[config.mk]
export PLATFORM = sky130hd
export DESIGN_NAME = ctr_stream_out_flat
export DESIGN_NICKNAME = d
export VERILOG_FILES = /design/src/rtl/ctr_stream_if.sv /design/src/rtl/ctr_stream_out.sv /design/src/flat_wrapper.sv
export SDC_FILE = /design/constraint.sdc
export NUM_CORES = 1
export LEC_CHECK = 0
export CAP_MARGIN = 20
export CORE_UTILIZATION = 60
export DETAILED_ROUTE_END_ITERATION = 12
export DONT_BUFFER_PORTS = 1
export HOLD_SLACK_MARGIN = 0.03
export PLACE_DENSITY = 0.76
export SLEW_MARGIN = 20
export SYNTH_ARGS = -nofsm -noshare
export SYNTH_HDL_FRONTEND = slang
export SYNTH_SLANG_ARGS = --single-unit
[constraint.sdc]
create_clock -name clk -period 2.9 [get_ports clk]
set_input_delay 0.58 -clock clk [delete_from_list [all_inputs] [get_ports clk]]
set_output_delay 0.58 -clock clk [all_outputs]
set_load 0.02 [all_outputs]
[src/rtl/ctr_stream_if.sv]
// Pixel stream bundle between the fractal core, this output buffer and the host.
// The slave side is the buffer; the master side is whatever feeds it counts and acks pixels.
interface ctr_stream_if #(
    parameter int CTRWIDTH = 7
);
    logic [CTRWIDTH-1:0] ctr_in;
    logic                ctr_valid;
    logic                stall;
    logic                ack_tgl;
    logic                pix_valid;
    logic [3:0]          pix_out;
    logic                in_set;
    logic                line_end;
    logic                frame_end;

    modport master (
        output ctr_in, ctr_valid, ack_tgl,
        input  stall, pix_valid, pix_out, in_set, line_end, frame_end
    );

    modport slave (
        input  ctr_in, ctr_valid, ack_tgl,
        output stall, pix_valid, pix_out, in_set, line_end, frame_end
    );
endinterface

[src/rtl/ctr_stream_out.sv]
// Buffers finished iteration counts, tags them with line/frame position and
// hands them to a host that acknowledges each pixel by toggling ack_tgl.
module ctr_stream_out #(
    parameter int CTRWIDTH = 7,
    parameter int DEPTH    = 4,
    parameter int IMG_W    = 64,
    parameter int IMG_H    = 48
) (
    input  logic                clk,
    input  logic                reset,
    ctr_stream_if.slave         bus,
    input  logic [CTRWIDTH-1:0] max_ctr,
    input  logic [1:0]          shift,
    input  logic                clear,
    output logic                overflow
);
    localparam int AW = $clog2(DEPTH);
    localparam int XW = (IMG_W > 1) ? $clog2(IMG_W) : 1;
    localparam int YW = (IMG_H > 1) ? $clog2(IMG_H) : 1;
    localparam int EW = CTRWIDTH + 2;

    logic [AW:0]   cnt_q, cnt_d;
    logic [AW-1:0] wr_ptr_q, wr_ptr_d;
    logic [AW-1:0] rd_ptr_q, rd_ptr_d;
    logic [XW-1:0] x_q, x_d;
    logic [YW-1:0] y_q, y_d;
    logic          ovf_q, ovf_d;
    logic          a1_q, a1_d, a2_q, a2_d, a3_q, a3_d;
    logic [EW-1:0] mem_q [DEPTH];

    logic                  pop_req, empty, full, pop, wr;
    logic                  line_flag, frame_flag;
    logic [EW-1:0]         head;
    logic [CTRWIDTH-1:0]   head_ctr;
    logic [CTRWIDTH+2:0]   head_ext;

    always_comb begin
        pop_req    = a2_q ^ a3_q;
        empty      = (cnt_q == '0);
        full       = (cnt_q == (AW+1)'(DEPTH));
        pop        = pop_req && !empty && !clear;
        // A full buffer still takes a strobe when a slot frees up on the same edge.
        wr         = bus.ctr_valid && (!full || pop) && !clear;
        line_flag  = (x_q == XW'(IMG_W - 1));
        frame_flag = line_flag && (y_q == YW'(IMG_H - 1));
    end

    always_comb begin
        cnt_d    = cnt_q;
        wr_ptr_d = wr_ptr_q;
        rd_ptr_d = rd_ptr_q;
        x_d      = x_q;
        y_d      = y_q;
        ovf_d    = ovf_q;
        a1_d     = bus.ack_tgl;
        a2_d     = a1_q;
        a3_d     = a2_q;
        if (clear) begin
            cnt_d    = '0;
            wr_ptr_d = '0;
            rd_ptr_d = '0;
            x_d      = '0;
            y_d      = '0;
            ovf_d    = 1'b0;
        end else begin
            cnt_d = cnt_q + {{AW{1'b0}}, wr} - {{AW{1'b0}}, pop};
            if (wr) begin
                wr_ptr_d = wr_ptr_q + AW'(1);
                if (line_flag) begin
                    x_d = '0;
                    y_d = frame_flag ? '0 : y_q + YW'(1);
                end else begin
                    x_d = x_q + XW'(1);
                end
            end
            if (pop)
                rd_ptr_d = rd_ptr_q + AW'(1);
            if (bus.ctr_valid && full && !pop)
                ovf_d = 1'b1;
        end
    end

    always_ff @(posedge clk or posedge reset) begin
        if (reset) begin
            cnt_q    <= '0;
            wr_ptr_q <= '0;
            rd_ptr_q <= '0;
            x_q      <= '0;
            y_q      <= '0;
            ovf_q    <= 1'b0;
            a1_q     <= 1'b0;
            a2_q     <= 1'b0;
            a3_q     <= 1'b0;
        end else begin
            cnt_q    <= cnt_d;
            wr_ptr_q <= wr_ptr_d;
            rd_ptr_q <= rd_ptr_d;
            x_q      <= x_d;
            y_q      <= y_d;
            ovf_q    <= ovf_d;
            a1_q     <= a1_d;
            a2_q     <= a2_d;
            a3_q     <= a3_d;
        end
    end

    always_ff @(posedge clk or posedge reset) begin
        if (reset) begin
            for (int i = 0; i < DEPTH; i++)
                mem_q[i] <= '0;
        end else if (wr) begin
            mem_q[wr_ptr_q] <= {bus.ctr_in, line_flag, frame_flag};
        end
    end

    // Nibble select and set test follow live max_ctr/shift, not values at write time.
    always_comb begin
        head          = mem_q[rd_ptr_q];
        head_ctr      = head[EW-1:2];
        head_ext      = {3'b000, head_ctr};
        bus.stall     = full;
        bus.pix_valid = !empty;
        bus.pix_out   = empty ? 4'h0 : head_ext[shift +: 4];
        bus.in_set    = !empty && (head_ctr >= max_ctr);
        bus.line_end  = !empty && head[1];
        bus.frame_end = !empty && head[0];
        overflow      = ovf_q;
    end
endmodule

[src/flat_wrapper.sv]
// flat-port wrapper written by rule: the top's interface ports become plain ports
module ctr_stream_out_flat 
#(
    parameter int CTRWIDTH = 7,
    parameter int DEPTH    = 4,
    parameter int IMG_W    = 64,
    parameter int IMG_H    = 48
)
  (clk, reset, max_ctr, shift, clear, overflow, bus_ctr_in, bus_ctr_valid, bus_ack_tgl, bus_stall, bus_pix_valid, bus_pix_out, bus_in_set, bus_line_end, bus_frame_end);
  ctr_stream_if #(.CTRWIDTH(CTRWIDTH)) bus_i ();
  input  logic clk;
  input  logic reset;
  input  logic [CTRWIDTH-1:0] max_ctr;
  input  logic [1:0] shift;
  input  logic clear;
  output logic overflow;
  input wire logic [$bits(bus_i.ctr_in)-1:0] bus_ctr_in;
  input wire logic [$bits(bus_i.ctr_valid)-1:0] bus_ctr_valid;
  input wire logic [$bits(bus_i.ack_tgl)-1:0] bus_ack_tgl;
  output wire logic [$bits(bus_i.stall)-1:0] bus_stall;
  output wire logic [$bits(bus_i.pix_valid)-1:0] bus_pix_valid;
  output wire logic [$bits(bus_i.pix_out)-1:0] bus_pix_out;
  output wire logic [$bits(bus_i.in_set)-1:0] bus_in_set;
  output wire logic [$bits(bus_i.line_end)-1:0] bus_line_end;
  output wire logic [$bits(bus_i.frame_end)-1:0] bus_frame_end;
  assign bus_i.ctr_in = bus_ctr_in;
  assign bus_i.ctr_valid = bus_ctr_valid;
  assign bus_i.ack_tgl = bus_ack_tgl;
  assign bus_stall = bus_i.stall;
  assign bus_pix_valid = bus_i.pix_valid;
  assign bus_pix_out = bus_i.pix_out;
  assign bus_in_set = bus_i.in_set;
  assign bus_line_end = bus_i.line_end;
  assign bus_frame_end = bus_i.frame_end;
  ctr_stream_out #(.CTRWIDTH(CTRWIDTH), .DEPTH(DEPTH), .IMG_W(IMG_W), .IMG_H(IMG_H)) u_core (.clk(clk), .reset(reset), .bus(bus_i), .max_ctr(max_ctr), .shift(shift), .clear(clear), .overflow(overflow));
endmodule
==> results.ini <==
[drt]
ant_nets = 0
viasPerCell = 5.753
totalWireLength_um = 5489
drtIter0Drc = 85
routedWlPerCell_um = 16.14
dr_total_vias = 1956
first_pass_iters = 5
route.detailed.drc = 0

[layout]
fillers = 344
fin_area_mm2 = 0.003341
syn_to_final_growth_pct = 11.81
antenna_cells = 0
drive_above_1_share_pct = 27.11
multiInputGateArea_mm2 = 0.001461
seqCellArea_mm2 = 0.001478
final_nets = 306

[synthesis]
synth_ff_type = dfrtp_1
synth.most_common_cell = dfrtp_1
synth_top_family_by_area = multiplexers
synthMuxAreaShare_pct = 19.01
syn_area_mm2 = 0.002988
syn_nets = 295
ys_ff_latch = 59
netlist_instances = 258
synth.distinct_cells = 35
yosysWarnings = 0
async_flop_share_pct = 100.0
synth_fa_ha_area_share_pct = 6.951
synth_compound_gate_area_share_pct = 6.868
yosysSeqAreaShare_pct = 49.41
synth_edf_count = 0
synthTopCellsByArea = dfrtp_1 (49%), mux2_2 (11%), mux4_2 (6.8%)
synth_xor_area_share_pct = 2.931
syn_avg_cell_area_um2 = 11.58
ys_top_cells_by_count = dfrtp_1 (59), mux2_2 (28), nand2_1 (27), ha_1 (15), inv_1 (15)
synth_top_area_cell = dfrtp_1
yosysTopAreaCellShare_pct = 49.41
synthSimpleGateAreaFrac_pct = 11.43

[worst_setup_path]
cp_max_fo = 6
end_kind = output port
required_ps = 2320
critPathArrivalTime_ps = 2290
crit_path_start_kind = register
critPathKind = reg2out

[sta]
skew_ps = 7.611
hold_viol = 0
tightest_slew_ps = 678.8
finalCriticalPeriod_ps = 2868
post-route-period-util_pct = 98.89
setup_violations = 0
slew_headroom_pct = 54.68
final_max_slew_viol_count = 0
rsz0062_at_grt = true
max_freq_mhz = 348.7
finalSetupTns_ps = 0

[die]
die_w_um = 72.57
start_util_pct = 62.84
die_h_um = 72.57
die-area_mm2 = 0.005266
fp-row-count = 25
design.core.area_mm2 = 0.004755
pin_count = 31

[clock_tree]
cts_tree = yes
clk_latency_ps = 340
cts_max_level = 3
cts_hold_buf = 0
cts_buffers = 9
cts_buffer_depth = 2
clock-root-buffer = clkbuf_8
cts.reportedPaths.clkPinSlew_ps = 60
cts.sinks = 59

[power_and_ir_drop]
powerDensity_mw_per_mm2 = 847.7
clockPowerShare_pct = 23.9
power_uw = 2832
pwr-share-seq_pct = 41.1
p_sw_uw = 912.6
internal-power_uw = 1919
swShare_pct = 32.23
ir_worst_vdd_mv = 0.4288
p_leak_uw = 0.001514
pwr-share-comb_pct = 35.0

[outcome]
status = finished clean

[placement]
place_area_mm2 = 0.003079
numPortBuffers = 0
gp_congestion = 0.7535
hpwl_um = 3966

[min_path]
hold_path.class = in2async

[global_route]
grt_max_degree = 34
grt.total_usage_pct = 23.83
grt_pass1_vias = 1997
grt_pass1_wl_um = 9108
antenna_found_initial = 0
overflow = 0

[run]
drv_cap = 0

-- worst paths after layout --
check / start / endpoint / slack, ps / depth (start not counted)
max in group asynchronous: reset / u_core.rd_ptr_q[0] / 2020 / 2
worst max-delay path: u_core.rd_ptr_q[0] / bus_in_set / 30 / 9
min in group clk: bus_ack_tgl / u_core.a1_q / 270 / 0
worst max register to register: u_core.a2_q / u_core.cnt_q[2] / 610 / 9
worst min register to register: u_core.a1_q / u_core.a2_q / 360 / 0
worst min-delay path: reset / u_core.y_q[5] / 220 / 1
-- cell type report --
class                   count  area share, %
flip-flops and latches     59          44.23
well taps                  67          2.509
inverters                  15          1.685
clock buffers              13          5.056
clock inverters             2         0.2996
repair buffers             10          2.472
multi-input cells         174          43.75
-- registers in the layout, indices dropped and copies added, names as in the netlist --
name	cells
u_core.a3_q	1
u_core.cnt_q	3
u_core.y_q	6
u_core.a1_q	1
u_core.overflow	1
u_core.x_q	6
u_core.rd_ptr_q	2
u_core.wr_ptr_q	2
u_core.a2_q	1
u_core.mem_q	36
-- through the flow --
stage	hold WS (ps)	std cells	setup slack, ps	utilization [%]
after floorplan	331.2	258	249.6	-
after global placement	347.0	322	221.9	64.76
after detailed placement	338.0	322	178.0	64.76
after CTS	239.2	338	-43.63	69.21
after global routing	261.2	340	-77.97	70.26
final	222.6	340	32.20	70.26
-- worst max-delay path: stages (launching register included) --
cell and delay, ps:
dfrtp_2 450, mux4_2 540, inv_2 80, ha_4 190, nand2b_4 130, a21oi_2 110, nor2b_1 60, o2111ai_2 180
a21oi_2 80, buf_6 130
-- power by group through the flow --
stage	sequential [uW]	combinational [uW]	clock [uW]
floorplan	1110	734	0
detailed placement	1180	870	0
finish	1160	992	677
global route	1180	1100	725
global placement	1170	830	0
CTS	1160	919	686
-- cells by family after synthesis --
group	count (synthesis)
and+or+nand+nor	71
DFF	59
buffers and inverters	25
muxes	42
AOI/OAI and AO/OA	35
xor gates and xnor gates	10
adders and majority gates	16
-- routing by layer --
layer  part of all wire [%]  wire length (um)  up-vias  global-route usage (%)
met1                     42              2328      951                   29.34
met3                    4.8               266       12                   5.000
met2                     50              2757       68                   38.73
met5                      0                 0        -                       0
li1                       -                 -      925                       -
met4                    2.5               138        0                   14.60
-- layout by cell type (no fill, tap or decap), types with 2 or more instances in the layout --
| cell | instances |
|---|---|
| dfrtp_1 | 58 |
| mux2_2 | 28 |
| nand2_1 | 27 |
| nor2_1 | 14 |
| inv_1 | 13 |
| ha_1 | 13 |
| o21ai_0 | 12 |
| clkbuf_8 | 12 |
| a21oi_1 | 9 |
| mux4_2 | 9 |
| buf_4 | 8 |
| nand3_1 | 7 |
| xnor2_1 | 5 |
| xor2_1 | 5 |
| mux2i_1 | 5 |
| or3_1 | 4 |
| o22ai_1 | 4 |
| and3_1 | 3 |
| and2_1 | 3 |
| a211oi_2 | 2 |
| nor3_1 | 2 |
| nand2b_1 | 2 |
| a21o_1 | 2 |
| a31oi_1 | 2 |
| nor2b_1 | 2 |
| inv_2 | 2 |
| a21oi_2 | 2 |
| ha_4 | 2 |
| clkinv_2 | 2 |
| buf_6 | 2 |
-- repair_timing --
action	in CTS	in global routing
pin swaps	3	1
endpoints found under the hold margin	0	0
setup buffers	1	2
gates resized for setup	5	6
setup endpoints to repair	1	1
Power figures use the tool's default switching activity.
